`config.mk`:
```
export PLATFORM = sky130hd
export DESIGN_NAME = uart_tx_scheduler
export DESIGN_NICKNAME = d
export VERILOG_FILES = /design/src/rtl/uart_tx_scheduler.sv
export SDC_FILE = /design/constraint.sdc
export NUM_CORES = 1
export LEC_CHECK = 0
export CAP_MARGIN = 20
export CORE_UTILIZATION = 30
export DETAILED_ROUTE_END_ITERATION = 8
export HOLD_SLACK_MARGIN = 0.12
export PLACE_DENSITY = 0.67
export SETUP_SLACK_MARGIN = 0.02
export SLEW_MARGIN = 10
export SYNTH_ARGS = -nofsm -noshare
export SYNTH_HDL_FRONTEND = slang
export SYNTH_SLANG_ARGS = --single-unit
```
`constraint.sdc`:
```
create_clock -name clk -period 3.2 [get_ports clk]
set_clock_uncertainty 0.2 [all_clocks]
set_input_delay 0.48 -clock clk [delete_from_list [all_inputs] [get_ports clk]]
set_output_delay 0.48 -clock clk [all_outputs]
set_load 0.02 [all_outputs]
```
`src/rtl/uart_tx_scheduler.sv`:
```
// uart_tx_scheduler: round-robin arbiter sharing one uart_tx among N_REQ
// byte sources. Grants one byte per frame, launches it, follows the
// transmitter's tx_busy/tx_done handshake, then rotates priority.
// Optional build macro UART_SCHED_TIMEOUT_EN adds an ACK-phase watchdog
// that abandons a launch the transmitter never acknowledges.
module uart_tx_scheduler #(
   parameter int N_REQ       = 4,
   parameter int SRC_W       = 2,
   parameter int ACK_TIMEOUT = 31
) (
   input  logic                 clk,
   input  logic                 reset_n,
   input  logic                 en,
   input  logic [N_REQ-1:0]     req,
   input  logic [N_REQ*8-1:0]   req_data,
   output logic [N_REQ-1:0]     grant,
   output logic                 tx_start,
   output logic [7:0]           tx_data,
   input  logic                 tx_busy,
   input  logic                 tx_done,
   output logic                 active,
   output logic [SRC_W-1:0]     cur_src,
   output logic                 timeout_err
);

   localparam logic [1:0] S_IDLE   = 2'd0;
   localparam logic [1:0] S_LAUNCH = 2'd1;
   localparam logic [1:0] S_ACK    = 2'd2;
   localparam logic [1:0] S_DONE   = 2'd3;

   if (N_REQ < 2 || SRC_W != $clog2(N_REQ) || ACK_TIMEOUT < 1) begin : g_bad_params
      $error("uart_tx_scheduler: illegal parameter combination");
   end

   logic [1:0]       state;
   logic [SRC_W-1:0] rr_ptr;
   logic [SRC_W-1:0] pick;
   logic             pick_vld;
   logic [SRC_W-1:0] next_src;
   logic [7:0]       data_arr [N_REQ];

   for (genvar g = 0; g < N_REQ; g++) begin : g_unpack
      assign data_arr[g] = req_data[8*g +: 8];
   end

   // Pointer that follows the owner of the frame being finished
   assign next_src = (cur_src == SRC_W'(N_REQ - 1)) ? '0 : cur_src + 1'b1;

`ifdef UART_SCHED_TIMEOUT_EN
   localparam int CNT_W = $clog2(ACK_TIMEOUT + 1);
   logic [CNT_W-1:0] ack_cnt;
   logic             ack_expired;

   assign ack_expired = !tx_busy && (ack_cnt == CNT_W'(ACK_TIMEOUT - 1));

   // ACK watchdog: counts from 0 on ACK entry, latches a sticky error on expiry
   always_ff @(posedge clk or negedge reset_n) begin
      if (!reset_n) begin
         ack_cnt     <= '0;
         timeout_err <= 1'b0;
      end else if (en) begin
         if (state == S_ACK) begin
            ack_cnt <= ack_cnt + 1'b1;
            if (ack_expired) timeout_err <= 1'b1;
         end else begin
            ack_cnt <= '0;
         end
      end
   end
`else
   assign timeout_err = 1'b0;
`endif

   // First pending request at or above rr_ptr, wrapping past N_REQ-1
   always_comb begin
      int               idx;
      logic [SRC_W-1:0] idx_s;
      pick     = '0;
      pick_vld = 1'b0;
      idx      = 0;
      idx_s    = '0;
      for (int off = 0; off < N_REQ; off++) begin
         idx = int'(rr_ptr) + off;
         if (idx >= N_REQ) idx = idx - N_REQ;
         idx_s = SRC_W'(idx);
         if (!pick_vld && req[idx_s]) begin
            pick     = idx_s;
            pick_vld = 1'b1;
         end
      end
   end

   // Frame sequencer: grant/capture, launch, wait for busy, wait for completion
   always_ff @(posedge clk or negedge reset_n) begin
      if (!reset_n) begin
         state    <= S_IDLE;
         rr_ptr   <= '0;
         grant    <= '0;
         tx_start <= 1'b0;
         tx_data  <= '0;
         active   <= 1'b0;
         cur_src  <= '0;
      end else if (en) begin
         grant    <= '0;
         tx_start <= 1'b0;
         case (state)
            S_IDLE: begin
               if (pick_vld && tx_done) begin
                  grant   <= N_REQ'(1) << pick;
                  tx_data <= data_arr[pick];
                  cur_src <= pick;
                  active  <= 1'b1;
                  state   <= S_LAUNCH;
               end
            end
            S_LAUNCH: begin
               tx_start <= 1'b1;
               state    <= S_ACK;
            end
            S_ACK: begin
               if (tx_busy) begin
                  state <= S_DONE;
               end
`ifdef UART_SCHED_TIMEOUT_EN
               else if (ack_expired) begin
                  rr_ptr <= next_src;
                  active <= 1'b0;
                  state  <= S_IDLE;
               end
`endif
            end
            default: begin
               if (tx_done && !tx_busy) begin
                  rr_ptr <= next_src;
                  active <= 1'b0;
                  state  <= S_IDLE;
               end
            end
         endcase
      end
   end

endmodule

```
Word level (Yosys, flattened, before mapping)
Cells that the tools add are included.

Register bits: 20. Bits in latches: 0. Memory bits (writable): 0. ROM bits: 0. Input bits: 41. Output and inout port bits: 17. Memories kept: 0.

Add/sub/neg operators: 8. $mul: 0. Div/mod/pow operators: 0. $lt $le $gt $ge: 9. Equal/unequal tests: 5. Shift-type cells: 1. Multiplexer cells: 34. Bitwise logic cells: 3. Reduce and logical (&&, ||, !) cells: 18.

Operator list (count): $mux W2 (12); $bmux W8 S2 (1); $mux W8 (2); $ge A3 B3 Y1 const B (4); $lt A2 B3 Y1 const B (4); $mux W1 (11); $bmux W1 S2 (4); $mux W4 (2); $reduce_and A4 Y1 (2); $sub A2 B1 Y2 const B (4); $add A2 B2 Y3 const B (2); $pmux W2 S3 (1); $reduce_and A3 Y1 (2); $logic_and A1 B1 Y1 (5); $eq A2 B2 Y1 const B (2); $logic_not A1 Y1 (4); $ne A2 B2 Y1 const B (2); $reduce_bool A4 Y1 (1); $shl A1 B2 Y4 const A (1); $add A2 B1 Y3 const B (1); $ge A2 B3 Y1 const B (1); $not A2 Y3 (1); $reduce_or A3 Y1 (1); $add A2 B1 Y2 const B (1); other kinds (6) (7).

Longest topological paths before layout
Depth after elaboration: 18. Depth in mapped cells: 7. Depth with buffers taken out: 6.

Worst setup path before layout
Ideal clock, no wire load.

Path kind: input to register. From: input req[0]. To: register tx_data[5]. Library setup time: 0.147 ns. Arrival: 1.720 ns. Data required time: 2.853 ns. Setup slack: 1.133 ns. Stages: 6. Buffers on the path: 1. Path through: or4_4 > and4_4 > buf_6 > o21a_1 > a32oi_1 > o221ai_1.

Word-level cells in the longest chain between the ends: 16. Elaborated cells between the ends (all ways): 28. Those cells by class: 19 x mux; 1 x bitwise; 8 x reduce/logical.

RTL lines: from (decl) (line 14) `input logic [N_REQ-1:0] req,`; $bmux W1 S2 (line 86) `if (!pick_vld && req[idx_s]) begin`; $mux W1 (not written as such) (line 86); $mux W1 (line 86); $logic_not A1 Y1 (line 86); $logic_and A1 B1 Y1 (line 86); $mux W1 (line 86); $logic_not A1 Y1 (line 86); $logic_and A1 B1 Y1 (line 86); $mux W1 (line 86); $logic_not A1 Y1 (line 86); $logic_and A1 B1 Y1 (line 86); $mux W2 (line 86); $not A2 Y3 (not written as such) (line 110) `tx_data <= data_arr[pick];`; $bmux W8 S2 (line 110); $mux W8 (not written as such) (2 in series) (line 110); to (signal assigned) (line 110); to (decl) (line 18) `output logic [7:0] tx_data,`.

Parallel ways exist; a longest one is shown, timed or not. The select of a mux whose other input is x is not followed. A chain may end at the register's enable or synchronous reset.

Final worst setup path
From: input req[3]. To: register tx_data[1].

The elaborated chain is that of the path after synthesis.

==> impl_metrics.csv <==
group,metric,value,unit
worst_setup_path,arrival,2430,ps
worst_setup_path,cp_num_buf_inv,2,
global_route,gr-total-overflow,0,
clock_network,cts_resized,0,
clock_network,cts-hold-fix-buffers,0,
worst_setup_path,path_max_fanout,12,
place,routabilityCongestion,0.735,
sta,fin_crit_sh,78.5,%
worst_setup_path,worstSetupPathType,"in -> reg",
sta,fmax,398,MHz
status,status,"finished clean",
detailed_routing,antenna_left,0,
worst_setup_path,cp_data_required_time,3110,ps
yosys,synth_area,1320,um2
min_path,hp-class,"reg -> reg",
power_and_ir_drop,ir_drop,0.381,mV
die,floorplan.rows,23,
worst_setup_path,slowest_delay,610,ps
die,io_pins,58,
final_layout,nNetsFinal,242,
sta,worst_slew_pin_slew,901,ps
sta,tns,0,ps
clock_network,cts_root_buffer,"clkbuf_8",
sta,hold_viol,0,
final_layout,antenna_cells,0,
yosys,yosys_register_bits,20,
power_and_ir_drop,pwr-share-comb,54.3,%
detailed_routing,dr.pass1.iters,4,
worst_setup_path,critPathLaunchType,"primary input",
power_and_ir_drop,pwr-share-clk,14.2,%
worst_setup_path,cpMaxStageDelayCell,"clkdlybuf4s50_1",
sta,fin_crit,2510,ps
power_and_ir_drop,p_switching,519,uW
die,start_util,32.0,%
clock_network,clock_path_buffers,2,
global_route,grt_pass1_vias,1140,
power_and_ir_drop,swShare,38.3,%
power_and_ir_drop,leakagePower,0.873,nW
power_and_ir_drop,internal_power,837,uW
global_route,grt_pass1_wl,5330,um
die,coreArea,4120,um2
final_layout,fillerInstances,414,
yosys,synth_cell_type_count,39,
detailed_routing,drc,0,
global_route,grt_antenna_before_repair,0,
die,die_h,68.3,um
detailed_routing,wl_per_cell,13.8,um
die,dieArea,4660,um2
worst_setup_path,path_cells,"clkdlybuf4s50_1 -> and2b_2 -> o21a_1 -> nor3_4 -> buf_4 -> mux2i_1 -> o221ai_1",
clock_network,numCtsBuffers,3,
clock_network,clkTransAtPathRegs,70,ps
power_and_ir_drop,pwr-share-seq,31.6,%
power_and_ir_drop,powerDensity,683,nW/um2
detailed_routing,vias,1231,
place,dpl.hpwl,2590,um
place,place_worst_setup_slack,440,ps
yosys,synth_fp_nets,183,
sta,final.setup.worst_slack,689,ps
global_route,grt_start_max_net_pins,21,
sta,slew_headroom,39.7,%
clock_network,cts.sinks,20,
detailed_routing,viasPerCell,5.02,
yosys,ys_warn_count,0,
worst_setup_path,cp_top_family,"buffers and inverters",
yosys,avgSynthCellArea,9.62,um2
detailed_routing,drt_iter0_markers,67,
clock_network,clkLatencyLatePin,260,ps
sta,rsz0062_at_grt,"false",
final_layout,drive_above_1_share,10.3,%
die,die_w,68.3,um
clock_network,post_cts_buffers,0,
clock_network,ctsHtreeMaxLevel,1,
sta,slew_violations,0,
worst_setup_path,worstSetupEndpointType,"flip-flop",
global_route,grt_usage,15.4,%
run,drv_cap,0,
sta,setup_violations,0,
final_layout,syn_to_final_growth,50.5,%
clock_network,cts_tree,"yes",
yosys,syn_inst,137,
detailed_routing,wirelength,3380,um
yosys,seq_area_frac_synth,38.0,%
place,io_buffer_count,56,
-- layout make-up --
cell class | count | area, um2 | share of cell area (%)
clock buffer | 4 | 55.1 | 2.78
inverter | 11 | 41.3 | 2.08
multi-input combinational | 100 | 733 | 37.0
sequential | 20 | 500 | 25.2
tap | 50 | 62.6 | 3.15
timing repair buffer | 60 | 591 | 29.8
-- flip-flops by register name, summed over array words and instances, names as in the netlist --
name      flops
grant         4
state         2
tx_start      1
active        1
tx_data       8
rr_ptr        2
cur_src       2
-- path summary, 6_finish.rpt --
kind	start	to	slack, ps	depth (start not counted)
hold reg to reg	tx_data[6]	tx_data[6]	300	2
setup reg to reg	rr_ptr[1]	tx_data[1]	1080	6
hold / removal	tx_data[6]	tx_data[6]	300	2
setup / recovery	req[3]	tx_data[1]	690	7
max in group asynchronous	reset_n	cur_src[1]	1720	1
min in group asynchronous	reset_n	tx_data[2]	530	1
-- tightest hold or removal path, cell delays in order, from the launching register on --
cell	delay (ps)
dfrtp_1	350
nand2_1	50
o311ai_0	70
-- cell usage after synthesis, drive strengths merged --
cell	instances	share of area, %
dfrtp	20	38
or2	1	0.48
ha	5	4.7
and2	1	0.48
o311ai	2	1.3
o221ai	7	4.7
or4	1	0.85
nand4	3	1.4
or3	1	0.48
a21oi	5	1.9
a32o	1	0.76
mux2i	9	6.8
conb	1	0.28
nor3	3	2.0
nor2b	2	0.95
a2bb2oi	6	4.0
a21o	4	2.5
nand3b	1	1.5
and2b	1	0.66
buf	4	2.7
and4	1	0.85
o21ai	4	1.5
nand3	1	0.38
nand2	21	6.0
o31ai	3	1.7
o21a	2	1.1
clkbuf	2	0.57
inv	11	3.1
o2bb2ai	2	1.3
o21bai	1	0.57
nand2b	1	0.48
nor2	4	1.1
a32oi	1	0.66
a211o	1	0.66
mux2	4	3.4
-- cells in the final DEF (no fill, tap or decap), types with 2 or more instances in the layout --
master	netlist	layout
o21a_1	2	2
o21ai_0	4	4
o221ai_1	7	7
nor2_1	4	4
a21o_1	2	2
dfrtp_1	20	20
a21oi_1	5	5
o31ai_1	3	3
a21o_2	2	2
clkdlybuf4s50_1	0	56
o2bb2ai_1	2	2
a2bb2oi_1	6	6
ha_1	5	5
clkbuf_8	0	4
nand4_1	3	3
mux2i_1	9	9
buf_4	1	4
nand2_1	21	21
inv_1	11	11
nor2b_1	2	2
mux2_2	4	4
nor3_1	2	2
o311ai_0	2	2
-- metrics by stage --
step	utilization [%]	total power, mW	cell area [um2]	instances	hold slack [ps]
finish	48.2	1.36	1980	245	299
global route	48.2	1.45	1980	245	337
CTS	48.2	1.37	1980	245	306
detailed placement	46.9	1.17	1930	241	281
global placement	46.9	1.17	1930	241	281
floorplan	-	0.878	1320	137	-15.6
-- per-layer routing --
layer / up-vias / share of wire [%] / wire (um) / track usage, %
met5: - / 0 / 0 / 0
met4: 0 / 0 / 0 / 1.56
met3: 0 / 5.2 / 176 / 4.00
met2: 35 / 47 / 1590 / 25.1
met1: 579 / 48 / 1610 / 21.0
li1: 617 / - / - / -
-- logic make-up (layout without fill, tap and decap cells) --
logic type	after synthesis	after routing	share of synthesized area, %
AOI/OAI and AO/OA	39	39	22.7
adders and majority gates	5	5	4.75
buffers and inverters	17	75	6.36
DFF	20	20	38.0
muxes	13	13	10.3
other	1	1	0.285
and+or+nand+nor	42	42	17.7
-- power groups by stage --
stage          Combinational (mW)  Sequential, mW  Clock, mW
4_1_cts                     0.742           0.429      0.196
3_5_place_dp                0.737           0.433          0
2_1_floorplan               0.381           0.497          0
5_1_grt                     0.799           0.444      0.209
3_3_place_gp                0.735           0.431          0
6_report                    0.736           0.428      0.192
Note: power is estimated with default switching activity, not from simulation.
==> RTL change (same settings) <==
The option `UART_SCHED_TIMEOUT_EN` is turned on by a define.
--- a/src/rtl/uart_tx_scheduler.sv
+++ b/src/rtl/uart_tx_scheduler.sv
@@ -3,6 +3,8 @@
 // transmitter's tx_busy/tx_done handshake, then rotates priority.
 // Optional build macro UART_SCHED_TIMEOUT_EN adds an ACK-phase watchdog
 // that abandons a launch the transmitter never acknowledges.
+`define UART_SCHED_TIMEOUT_EN
+
 module uart_tx_scheduler #(
    parameter int N_REQ       = 4,
    parameter int SRC_W       = 2,
Formal check against the unedited RTL: same outputs for any inputs over 4 cycles, from zero or initial values and one cycle with reset_n low; that may be too few to reach the edited logic, so the function may still have changed.
==> RTL change against the unedited design <==
  * Sequential cell count increased by 6
  * Largest power group unchanged
  * Synthesized area increased by 11%
  * Maximum frequency increased by 7.8%
  * Worst setup slack improved by 0.18 ns
  * Highest routed layer is now met4
  * Worst hold slack lost 0.024 ns
  * Clock power is 2% lower
  * Power fell by 0.33%
  * Routed wire length is 15% higher
  * Final area rose by 4.7%
  * First-iteration DRC count down 7.5%
  * Critical path depth shrank 1
==> RTL change: results (changes against the unedited design) <==
Run status: finished clean
Met2 track demand over resource: 24.1% (-1.0 points)
Design internal power: 0.808 mW (-3.4%)
Hold violation total from the final report: 0 (unchanged)
Synthesized net count: 198 (+8.2%)
DRC violation total after the first TritonRoute iteration: 62 (-7.5%)
PortBufs: 57 (+1.8%)
Area share of fa/ha/maj cells after synthesis: 2.56% (-2.2 points)
Static leakage: 0.823 nW (-5.7%)
Met1 layer usage reported by global route: 21.0% (+0.082 points)
Post-layout nets: 250 (+3.3%)
Worst Path Arrival: 2.33 ns (-0.10 ns)
Number of vias after detailed routing: 1394 (+13%)
Wire length of the first global-routing pass: 6220 um (+17%)
GR Util All Layers: 15.4% (+0.037 points)
Leading post-synthesis cells by cell area: sky130_fd_sc_hd__dfrtp_1 (44%), sky130_fd_sc_hd__nand3_1 (6.5%), sky130_fd_sc_hd__a221oi_1 (4.8%), sky130_fd_sc_hd__a31oi_1 (3.4%), sky130_fd_sc_hd__o21ai_0 (3.4%)
Routed wire per std cell: 14.4 um (+4.1%)
Post-cts resize count: 0 (unchanged)
Worst slew margin relative to its limit: 59.2% (+19 points)
Antenna diode count: 0 (unchanged)
Setup repair bufs after CTS: 0 (unchanged)
CTS Buf Count: 3 (unchanged)
CTS H-tree lvls: 1 (unchanged)
Number of global-route vias before repair: 1298 (+14%)
List of most frequent post-synthesis cells: sky130_fd_sc_hd__dfrtp_1 (26), sky130_fd_sc_hd__nand3_1 (19), sky130_fd_sc_hd__nand2_1 (13), sky130_fd_sc_hd__nor2_1 (13), sky130_fd_sc_hd__o21ai_0 (10)
Share of the synthesized area in compound gates (AO/OA/AOI/OAI): 25.3% (+2.6 points)
Number of library cell types mapped by synthesis: 41 (+5.1%)
Synthesized-area fraction occupied by xor and xnor cells: 0% (unchanged)
Filler instances: 481 (+16%)
Top flop regs: tx_data: 8 flops, ack_cnt: 5 flops, grant: 4 flops
1st-pass router iterations: 4 (unchanged)
DP HPWL: 2740 um (+5.5%)
Insertion delay to the later sink of the worst-skew pair: 0.27 ns
Peak ir drop on the vdd network: 0.175 mV (-54%)
Buffers from clock root to sink, at most: 2 (unchanged)
Gp weighted congestion: 0.778 (+5.9%)
Maximum number of pins on one net before global-route repair: 27 (+29%)
Largest stage delay, worst path: 0.55 ns (-0.06 ns)
Number of antenna violations at the first check in global routing: 0 (unchanged)
Cell type group with the largest total delay on the critical path: compound AO/OA/AOI/OAI gates
Fraction of final layout cells with drive strength greater than 1: 5.88% (-4.4 points)
Tightest Hold Check Type: reg -> reg
Mux contribution to synthesized area: 1.45% (-8.8 points)
Met3 track demand over resource in global routing: 3.33% (-0.67 points)
Async set-or-reset flop fraction in the synthesized netlist: 100% (unchanged)
Maximum fanout count along the critical path: 17 (+5)
Cell type of the slowest stage on the worst timing path: sky130_fd_sc_hd__clkdlybuf4s50_1
Number of warnings issued by yosys: 0 (unchanged)
Clock slew seen by the registers of the worst setup and hold paths: 0.09 ns (+0.02 ns)
Root buffer selected by CTS: sky130_fd_sc_hd__clkbuf_8
Placed Area: 2040 um2 (+5.6%)
Portion of the post-synthesis area used by sequential elements: 44.3% (+6.3 points)
RTL change: metal layers:
layer	routed length (um)	share of wire (%)
met2	1780	46
met5	0	0
met4	42	1.1
met1	1880	48
met3	183	4.7
RTL change: final timing paths:
kind | from | endpoint | slack, ns | depth (start not counted)
setup reg to reg | rr_ptr[1] | grant[3] | 1.18 | 5
hold reg to reg | timeout_err | timeout_err | 0.28 | 1
max in group asynchronous | reset_n | rr_ptr[1] | 2.15 | 2
min in group asynchronous | reset_n | grant[3] | 0.39 | 2
hold / removal | timeout_err | timeout_err | 0.28 | 1
setup / recovery | req[0] | grant[3] | 0.87 | 6
RTL change: area by class of cell:
cell class / count / area, um2 / share of cell area, %
multi-input cells: 114 / 712 / 34.3
flip-flops and latches: 26 / 651 / 31.3
repair buffers: 58 / 578 / 27.8
well taps: 67 / 83.8 / 4.04
clock buffers: 3 / 41.3 / 1.99
inverters: 3 / 11.3 / 0.542
RTL change: cells by family (layout without fill, tap and decap cells):
group,Yosys count,in the layout
AOI/OAI and AO/OA,52,52
adders and majority gates,3,3
buffers and inverters,14,64
DFF,26,26
muxes,2,2
and+or+nand+nor,57,57
RTL change: power groups by stage:
stage	clock (mW)	sequential (mW)	combinational (mW)
2_1_floorplan	0	0.600	0.329
3_3_place_gp	0	0.547	0.622
3_5_place_dp	0	0.549	0.625
4_1_cts	0.194	0.543	0.626
5_1_grt	0.208	0.562	0.676
6_report	0.188	0.542	0.621
RTL change: stage by stage:
step                hold slack (ns)  cells  worst slack, ns  power [mW]
global route                  0.305    271            0.700        1.45
global placement              0.260    268            0.598        1.17
detailed placement            0.263    268            0.572        1.17
floorplan                   -0.0156    154             1.43       0.928
finish                        0.275    271            0.870        1.35
CTS                           0.284    271            0.835        1.36
